$ cat src/rtl/b1_uart_pkg.sv
// Shared constants and TX state encoding for the b1 uart console.
package b1_uart_pkg;

    localparam logic [7:0] ASCII_CR = 8'h0D;
    localparam logic [7:0] ASCII_LF = 8'h0A;

    typedef enum logic [1:0] {
        IDLE,
        WAIT_BUSY,
        WAIT_DONE
    } tx_state_e;

endpackage

$ cat src/rtl/byte_ring_fifo.sv
// Byte ring buffer with show-ahead read.
// A push while full is accepted only when a pop happens in the same cycle.
// A pop while empty is ignored.
module byte_ring_fifo #(
    parameter int unsigned ADDR_WIDTH = 8
) (
    input  logic                  clk,
    input  logic                  rst_n,
    input  logic                  push_req,
    input  logic [7:0]            push_data,
    input  logic                  pop_req,
    output logic [7:0]            rd_data,
    output logic                  empty,
    output logic                  full,
    output logic                  push_ok,
    output logic [ADDR_WIDTH:0]   count
);

    localparam int unsigned DEPTH = 1 << ADDR_WIDTH;

    logic [ADDR_WIDTH-1:0] wr_ptr_q, wr_ptr_d;
    logic [ADDR_WIDTH-1:0] rd_ptr_q, rd_ptr_d;
    logic [ADDR_WIDTH:0]   count_q, count_d;
    logic [7:0]            mem_q [DEPTH];
    logic                  pop_ok;

    // Occupancy never exceeds DEPTH, so the count MSB alone marks full.
    assign full    = count_q[ADDR_WIDTH];
    assign empty   = (count_q == '0);
    assign pop_ok  = pop_req && !empty;
    assign push_ok = push_req && (!full || pop_ok);
    assign count   = count_q;
    assign rd_data = mem_q[rd_ptr_q];

    // Pointer and occupancy update; pointers wrap naturally modulo DEPTH.
    always_comb begin
        wr_ptr_d = wr_ptr_q;
        rd_ptr_d = rd_ptr_q;
        count_d  = count_q;
        if (push_ok) begin
            wr_ptr_d = wr_ptr_q + ADDR_WIDTH'(1);
        end
        if (pop_ok) begin
            rd_ptr_d = rd_ptr_q + ADDR_WIDTH'(1);
        end
        unique case ({push_ok, pop_ok})
            2'b10:   count_d = count_q + (ADDR_WIDTH + 1)'(1);
            2'b01:   count_d = count_q - (ADDR_WIDTH + 1)'(1);
            default: count_d = count_q;
        endcase
    end

    // Pointer and count registers.
    always_ff @(posedge clk or negedge rst_n) begin
        if (!rst_n) begin
            wr_ptr_q <= '0;
            rd_ptr_q <= '0;
            count_q  <= '0;
        end else begin
            wr_ptr_q <= wr_ptr_d;
            rd_ptr_q <= rd_ptr_d;
            count_q  <= count_d;
        end
    end

    // Storage array; contents are don't-care until written.
    always_ff @(posedge clk) begin
        if (push_ok) begin
            mem_q[wr_ptr_q] <= push_data;
        end
    end

endmodule

$ cat src/rtl/uart_console.sv
// Console glue between uart0 and the b1 CPU: RX FIFO, optional echo
// with CR->CRLF expansion, and echo/CPU arbitration onto the uart TX port.
module uart_console
    import b1_uart_pkg::*;
#(
    parameter int unsigned FIFO_ADDR_WIDTH = 8,
    parameter int unsigned ECHO_EN         = 1,
    parameter int unsigned CRLF_EN         = 1
) (
    input  logic                       CLK,
    input  logic                       reset_n,
    input  logic                       rx_received,
    input  logic [7:0]                 rx_data,
    input  logic                       rx_error,
    input  logic                       uart_is_transmitting,
    output logic                       uart_transmit,
    output logic [7:0]                 uart_tx_byte,
    output logic                       cpu_rd_valid,
    output logic [7:0]                 cpu_rd_data,
    input  logic                       cpu_rd_en,
    input  logic                       cpu_tx_valid,
    input  logic [7:0]                 cpu_tx_data,
    output logic                       cpu_tx_ready,
    output logic [FIFO_ADDR_WIDTH:0]   fifo_count,
    output logic                       overflow,
    input  logic                       overflow_clr
);

    logic       rx_push_req;
    logic       fifo_push_ok;
    logic       fifo_empty;
    logic       fifo_full;

    tx_state_e  state_q, state_d;
    logic       launch;
    logic       sel_echo;
    logic [7:0] launch_byte;
    logic       uart_transmit_q, uart_transmit_d;
    logic [7:0] uart_tx_byte_q, uart_tx_byte_d;

    logic [1:0] echo_cnt_q, echo_cnt_d;
    logic [7:0] echo_b0_q, echo_b0_d;
    logic [7:0] echo_b1_q, echo_b1_d;
    logic       echo_pending;

    logic       cpu_full_q, cpu_full_d;
    logic [7:0] cpu_byte_q, cpu_byte_d;

    logic       overflow_q, overflow_d;

    assign rx_push_req = rx_received && !rx_error;

    byte_ring_fifo #(
        .ADDR_WIDTH (FIFO_ADDR_WIDTH)
    ) u_rx_fifo (
        .clk       (CLK),
        .rst_n     (reset_n),
        .push_req  (rx_push_req),
        .push_data (rx_data),
        .pop_req   (cpu_rd_en),
        .rd_data   (cpu_rd_data),
        .empty     (fifo_empty),
        .full      (fifo_full),
        .push_ok   (fifo_push_ok),
        .count     (fifo_count)
    );

    assign cpu_rd_valid  = !fifo_empty;
    assign cpu_tx_ready  = !cpu_full_q;
    assign echo_pending  = (echo_cnt_q != 2'd0);
    assign uart_transmit = uart_transmit_q;
    assign uart_tx_byte  = uart_tx_byte_q;
    assign overflow      = overflow_q;

    // Sticky overflow: a valid RX byte rejected by a full FIFO; clear wins.
    always_comb begin
        overflow_d = overflow_q;
        if (rx_push_req && !fifo_push_ok && fifo_full) begin
            overflow_d = 1'b1;
        end
        if (overflow_clr) begin
            overflow_d = 1'b0;
        end
    end

    // Echo queue: loaded only when empty, shifted out on each echo launch.
    always_comb begin
        echo_cnt_d = echo_cnt_q;
        echo_b0_d  = echo_b0_q;
        echo_b1_d  = echo_b1_q;
        if (launch && sel_echo) begin
            echo_b0_d  = echo_b1_q;
            echo_cnt_d = echo_cnt_q - 2'd1;
        end
        if ((ECHO_EN != 0) && fifo_push_ok && !echo_pending) begin
            echo_b0_d  = rx_data;
            echo_b1_d  = ASCII_LF;
            echo_cnt_d = ((CRLF_EN != 0) && (rx_data == ASCII_CR)) ? 2'd2 : 2'd1;
        end
    end

    // CPU holding register: filled on valid&ready, emptied at its launch.
    always_comb begin
        cpu_full_d = cpu_full_q;
        cpu_byte_d = cpu_byte_q;
        if (launch && !sel_echo) begin
            cpu_full_d = 1'b0;
        end
        if (cpu_tx_valid && cpu_tx_ready) begin
            cpu_full_d = 1'b1;
            cpu_byte_d = cpu_tx_data;
        end
    end

    // TX FSM next state: launch, wait for uart busy, wait for uart idle.
    always_comb begin
        state_d = state_q;
        unique case (state_q)
            IDLE:      if (launch)                state_d = WAIT_BUSY;
            WAIT_BUSY: if (uart_is_transmitting)  state_d = WAIT_DONE;
            WAIT_DONE: if (!uart_is_transmitting) state_d = IDLE;
            default:   state_d = IDLE;
        endcase
    end

    // TX FSM outputs: pick the source (echo first) and latch the byte.
    always_comb begin
        sel_echo    = echo_pending;
        launch_byte = sel_echo ? echo_b0_q : cpu_byte_q;
        launch      = (state_q == IDLE) && !uart_is_transmitting &&
                      (echo_pending || cpu_full_q);
        uart_transmit_d = launch;
        uart_tx_byte_d  = launch ? launch_byte : uart_tx_byte_q;
    end

    // State registers for the FSM, echo queue, CPU holding and flags.
    always_ff @(posedge CLK or negedge reset_n) begin
        if (!reset_n) begin
            state_q         <= IDLE;
            uart_transmit_q <= 1'b0;
            uart_tx_byte_q  <= '0;
            echo_cnt_q      <= 2'd0;
            echo_b0_q       <= '0;
            echo_b1_q       <= '0;
            cpu_full_q      <= 1'b0;
            cpu_byte_q      <= '0;
            overflow_q      <= 1'b0;
        end else begin
            state_q         <= state_d;
            uart_transmit_q <= uart_transmit_d;
            uart_tx_byte_q  <= uart_tx_byte_d;
            echo_cnt_q      <= echo_cnt_d;
            echo_b0_q       <= echo_b0_d;
            echo_b1_q       <= echo_b1_d;
            cpu_full_q      <= cpu_full_d;
            cpu_byte_q      <= cpu_byte_d;
            overflow_q      <= overflow_d;
        end
    end

endmodule

$ cat config.mk
export PLATFORM = sky130hd
export DESIGN_NAME = uart_console
export DESIGN_NICKNAME = d
export VERILOG_FILES = /design/src/rtl/b1_uart_pkg.sv /design/src/rtl/byte_ring_fifo.sv /design/src/rtl/uart_console.sv
export SDC_FILE = /design/constraint.sdc
export NUM_CORES = 2
export LEC_CHECK = 0
export CORE_MARGIN = 8
export CORE_UTILIZATION = 30
export DETAILED_ROUTE_END_ITERATION = 8
export GPL_ROUTABILITY_DRIVEN = 0
export SYNTH_ARGS = -nofsm -noshare
export SYNTH_HDL_FRONTEND = slang
export SYNTH_SLANG_ARGS = --single-unit
$ cat constraint.sdc
create_clock -name CLK -period 3.4 [get_ports CLK]
set_clock_uncertainty 0.1 [all_clocks]
set_input_delay 0.68 -clock CLK [delete_from_list [all_inputs] [get_ports CLK]]
set_output_delay 0.68 -clock CLK [all_outputs]
set_load 0.05 [all_outputs]
---- After elaboration in Yosys (flattened, before gate mapping) ----
Memories as Yosys holds them, arrays and structs flattened.
Index checks and enable logic that the tools add are counted.
word-level totals
  bits in registers ....................... 57
  RAM bits ................................ 2048
  output and inout port bits .............. 29
  word-level logic and storage cells ...... 71
  memories kept ........................... 1
memory list
  name             words  width  read ports  clocked after Yosys merged registers in  write ports  RTL line              source
  u_rx_fifo.mem_q  256    8      1           0                                        1            byte_ring_fifo.sv:24  logic [7:0] mem_q [DEPTH];
cells by class
  add/subtract/negate cells ............... 5
  equal/unequal tests ..................... 8
  muxes and demuxes ....................... 17
  reductions and logical operators ........ 28
operator list
  kind                                              count
  two-way mux 8 bit                                 3
  one-hot mux 9 bit (2 select lines)                1
  adder 8 x 1 -> 8 bit, second input constant       2
  two-way mux 2 bit                                 6
  logical AND 1 bit                                 11
  nonzero test 2 bit                                5
  adder 9 x 1 -> 9 bit, second input constant       1
  zero test 9 bit                                   1
  subtractor 9 x 1 -> 9 bit, second input constant  1
  == test 8 x 4 -> 1 bit, second input constant     1
  zero test 1 bit                                   7
  two-way mux 1 bit                                 6
  inequality test 2 bit, second input constant      3
  one-hot mux 2 bit (3 select lines)                1
  == test 2 x 1 -> 1 bit, second input constant     2
  == test 2 bit, second input constant              2
  AND reduction 3 bit                               1
  zero test 2 bit                                   1
  logical OR 1 bit                                  2
  subtractor 2 x 1 -> 2 bit, second input constant  1

---- Depth between registers and ports, before layout ----
  word-level depth ........................ 10
  mapped depth ............................ 13
  gate-level depth less buffers ........... 12

---- Hierarchy ----
Synthesis repeated with hierarchy kept, for this count alone.
second synthesis, totals
  cells, all modules ...................... 3936
  area, all modules ....................... 82387.8 um2
modules (own cells, without submodules)
  module          instances  cells an instance  area an instance (um2)  sequential area each (um2)
  byte_ring_fifo  1          3833               80955.1                 62124.6
  uart_console    1          103                1432.6                  800.8

---- Least setup slack after synthesis ----
OpenSTA, ideal clock, no wires.
  path type ............................... register to register
  from .................................... register u_rx_fifo.count_q[7] (netlist: u_rx_fifo.count[7])
  to ...................................... register u_rx_fifo.count_q[8] (netlist: u_rx_fifo.count[8])
  setup time .............................. 0.080 ns
  data arrival time ....................... 3.837 ns
  setup slack ............................. -0.617 ns
  stages on the path, launching flop included .. 14
  buffers on the path ..................... 1
  cell sequence ........................... dfrtp_1 > nor4_1 > nand3_1 > and2_1 > clkbuf_1 > ha_1 > fa_1 > a21o_1 > a21oi_1 > nor2b_1 > o21a_1 > o41ai_1 > mux2i_1 > xnor2_1
between the ends
  word-level cells in the longest chain between the ends .. 7
  elaborated cells on any way between the ends .. 11
RTL lines
  element                                                                          RTL line              source
  from (decl)                                                                      byte_ring_fifo.sv:23  logic [ADDR_WIDTH:0] count_q, count_d;
  from (signal assigned)                                                           byte_ring_fifo.sv:62  count_q <= count_d;
  zero test 9 bit *                                                                byte_ring_fifo.sv:29  assign empty = (count_q == '0);
  zero test 1 bit *                                                                n/a
  named net cpu_rd_valid                                                           uart_console.sv:18    output logic cpu_rd_valid,
  logical AND 1 bit *                                                              byte_ring_fifo.sv:30  assign pop_ok = pop_req && !empty;
  named net u_rx_fifo.pop_ok                                                       byte_ring_fifo.sv:25  logic pop_ok;
  logical OR 1 bit                                                                 byte_ring_fifo.sv:31  assign push_ok = push_req && (!full || pop_ok);
  logical AND 1 bit                                                                byte_ring_fifo.sv:31
  == test 2 x 1 -> 1 bit / == test 2 bit (equally long branches)                   byte_ring_fifo.sv:46  unique case ({push_ok, pop_ok})
  one-hot mux 9 bit (2 select lines) / nonzero test 2 bit (equally long branches)  n/a
Mark *: on every way through the listed nets, which the timed path passes. The rest lies on a longest branch.
A chain may end at the register's enable or synchronous reset.

---- Worst setup path after layout ----
  from .................................... register u_rx_fifo.rd_ptr_q[0]
  to ...................................... output cpu_rd_data[4]
between the ends
  word-level cells in the longest chain between the ends .. 1
RTL lines
  element                    RTL line              source
  from (decl)                byte_ring_fifo.sv:22  logic [ADDR_WIDTH-1:0] rd_ptr_q, rd_ptr_d;
  from (signal assigned)     byte_ring_fifo.sv:61  rd_ptr_q <= rd_ptr_d;
  memory read (256 x 8 bit)  n/a
  to (decl)                  uart_console.sv:19    output logic [7:0] cpu_rd_data,
No other way between the ends.

==> impl_metrics.json <==
{
  "core.rowCount": 192,
  "drv_slew": 0,
  "synthTopCellsByCount": "2,048 x edfxtp_1, 450 x mux4_2, 306 x nor2_1, 171 x mux2i_1, 153 x nand2_1",
  "grt.overflow.total": 0,
  "synth_most_common_cell": "edfxtp_1",
  "leakagePower_nw": 33.7,
  "synthAdderAreaFrac_pct": 0.236,
  "hold_class": "in2reg",
  "wire_per_inst_um": 27.4,
  "vias": 44800,
  "drc": 0,
  "synth_top_area_share_pct": 74.5,
  "syn-num-nets": 4089,
  "critical_path_required_ns": 2.62,
  "yosys.area.top_type": "edfxtp_1",
  "rsz0062_at_grt": "true",
  "yosysSeqAreaShare_pct": 76.2,
  "cts.sinks": 2105,
  "r2r_slack_ns": 0.21,
  "period_share_pct": 142,
  "portBuffers": 52,
  "clk_pin_slew_ns": 0.06,
  "drive_above_1_share_pct": 36.0,
  "max-slew-margin-rel_pct": 39.8,
  "worst_slew_pin_slew_ns": 0.902,
  "design_area_um2": 102000,
  "synthDistinctLibCells": 76,
  "cts_root_buffer": "clkbuf_16",
  "grt_pass1_wl_mm": 340,
  "grt_max_degree": 105,
  "cts_made_buffers": 211,
  "post_dp_cell_area_um2": 93400,
  "status": "finished with violations",
  "synthFlopType": "edfxtp_1",
  "cts_max_path_buffers": 3,
  "core_um2": 274000,
  "setup_violations": 8,
  "drt_iter0_drc": 5135,
  "rr_startpoint": "u_rx_fifo.count[7]",
  "crit_arrival_ns": 4.04,
  "synth_edf_count": 2048,
  "ys_ff_latch": 2105,
  "synth_top_family_by_area": "multiplexers",
  "grt_antenna_before_repair": 5,
  "maxCapViolations": 0,
  "period_minus_slack_ns": 4.82,
  "start_util_pct": 30.2,
  "grt_usage_pct": 15.9,
  "postRouteAntennaNets": 0,
  "die_h_um": 541,
  "fmax_mhz": 207,
  "power.density_nw_per_um2": 819,
  "r2r_cells": 12,
  "end_kind": "output port",
  "post-route-util_pct": 37.4,
  "ir_drop_uv": 749,
  "netlist_area_um2": 82600,
  "power.total_mw": 83.9,
  "clock_latency_ns": 0.86,
  "die_area_um2": 292000,
  "path_max_fanout": 8,
  "violations": "setup timing",
  "dp_hpwl_mm": 157,
  "avgSynthCellArea_um2": 20.4,
  "first_pass_iters": 6,
  "r2r-end": "u_rx_fifo.count[8]",
  "async_flop_share_pct": 2.71,
  "synthMuxAreaShare_pct": 14.8,
  "yosys_warnings": 0,
  "routed_wirelength_mm": 240,
  "min-delay-start": "overflow_clr",
  "vias_per_cell": 5.12,
  "min_path_cells": 2,
  "synth-compound-area-share_pct": 3.50,
  "yosys.area_share.simple_pct": 3.01,
  "die_w_um": 541,
  "synth-xor-area-share_pct": 0.233,
  "finalHoldViolCount": 0,
  "setup_slack_ns": -1.42,
  "start_kind": "flop",
  "cts_tree": "built",
  "io_pins": 53,
  "fin_nets": 5014,
  "n_fill_cell": 24800,
  "synthCells": 4050,
  "htreeDepth": 4,
  "worstHoldEndpoint": "overflow",
  "syn2layout_area_growth_pct": 24.0,
  "synth_area_leaders": "edfxtp_1 74%, mux4_2 12%, mux2i_1 2.1%, dfrtp_1 1.7%, nor2_1 1.4%",
  "hold-worst-slack_ns": 0.267,
  "grt_pass1_vias": 45500,
  "tns_ns": -10.62,
  "path_class": "reg2out"
}
cell families (layout without fill, tap and decap cells):
group                    Yosys count  count (layout)
multiplexers                     650             650
AND/OR/NAND/NOR                  587             587
XOR/XNOR                          22              22
adder cells (fa/ha/maj)           15              15
buffers and inverters            263            1368
other                              0               3
AO/OA/AOI/OAI                    408             408
flip-flops                      2105            2105
worst max path at each step:
| stage | start | endpoint | slack (ns) | cells past startpoint |
|---|---|---|---|---|
| after floorplan | u_rx_fifo.count[7] | u_rx_fifo.count[8] | -0.30 | 13 |
| after global placement | u_rx_fifo.rd_ptr_q[0] | cpu_rd_data[5] | -1.16 | 11 |
| after detailed placement | u_rx_fifo.rd_ptr_q[0] | cpu_rd_data[3] | -1.12 | 11 |
| after CTS | u_rx_fifo.rd_ptr_q[0] | cpu_rd_data[4] | -1.42 | 13 |
| after global routing | u_rx_fifo.rd_ptr_q[0] | cpu_rd_data[7] | -1.46 | 13 |
| final | u_rx_fifo.rd_ptr_q[0] | cpu_rd_data[4] | -1.42 | 13 |
repair_timing:
item / in CTS / in global routing
hold endpoints to repair: 25 / 0
pin swaps: 36 / 49
gates resized for setup: 170 / 102
hold buffers: 1 / 0
setup endpoints to repair: 8 / 9
setup buffers: 55 / 11
cloned: 9 / 2
cell type report:
cell class	instances	area, um2	area share (%)
Antenna cell	3	7.51	0.00733
Clock buffer	275	5600	5.47
Clock inverter	118	1240	1.21
Inverter	16	61.3	0.0598
Multi-Input combinational cell	1682	19100	18.6
Sequential cell	2105	62900	61.4
Tap cell	3589	4490	4.38
Timing Repair Buffer	959	9020	8.81
metrics by stage:
stage	cells	setup WS (ns)
after CTS	8736	-1.42
after floorplan	4050	-0.296
after detailed placement	8281	-1.12
after global routing	8746	-1.46
after global placement	8281	-1.16
final	8747	-1.42
cells in the final DEF, fill, tap and decap left out, types with 17 or more instances in the layout:
cell	count
xnor2_1	17
mux4_2	453
nand3_1	37
buf_4	777
a221oi_1	21
nor2_1	300
clkbuf_1	58
clkdlybuf4s50_1	35
edfxtp_1	2048
bufinv_16	18
mux2i_1	167
buf_12	95
o21ai_0	26
buf_6	17
dfrtp_1	47
nand2_1	150
a21oi_1	66
mux2_2	24
clkinv_1	44
clkinv_2	35
a22oi_1	50
o221ai_1	19
clkbuf_16	216
a221oi_2	18
o22ai_1	25
state kept, by name (all words and copies together) (netlist names):
name,flops
u_rx_fifo.rd_ptr_q,8
u_rx_fifo.count,9
u_rx_fifo.mem_q,2048
uart_transmit,1
echo_b1_q,1
overflow,1
uart_tx_byte,8
echo_cnt_q,2
u_rx_fifo.wr_ptr_q,8
echo_b0_q,8
state_q,2
cpu_full_q,1
cpu_byte_q,8
power by group:
group / internal, mW / switching (mW) / total (mW)
logic: 14.5 / 17.1 / 31.7
clock network: 13.0 / 9.97 / 23.0
registers: 28.8 / 0.380 / 29.2
worst max-delay path, cell delays in order, from the launching register on:
cell and delay (ns):
dfrtp_4 0.52, buf_12 0.16, buf_16 0.15, buf_12 0.16, buf_12 0.14, buf_4 0.13, mux4_2 0.47, mux2i_1 0.41
o221ai_1 0.19, nor3_2 0.19, buf_4 0.20, o32ai_4 0.11, buf_12 0.15, buf_4 0.18
per-layer routing:
layer | share of wire [%] | track usage (%) | routed length, um | vias to the layer above
met5 | 0.014 | 0 | 34 | -
met4 | 3.6 | 5.35 | 8710 | 4
li1 | - | - | - | 18600
met2 | 49 | 26.6 | 117000 | 1973
met1 | 40 | 20.9 | 95100 | 23800
met3 | 7.9 | 3.06 | 19000 | 382
No activity file was read; power rests on OpenSTA's default activity.
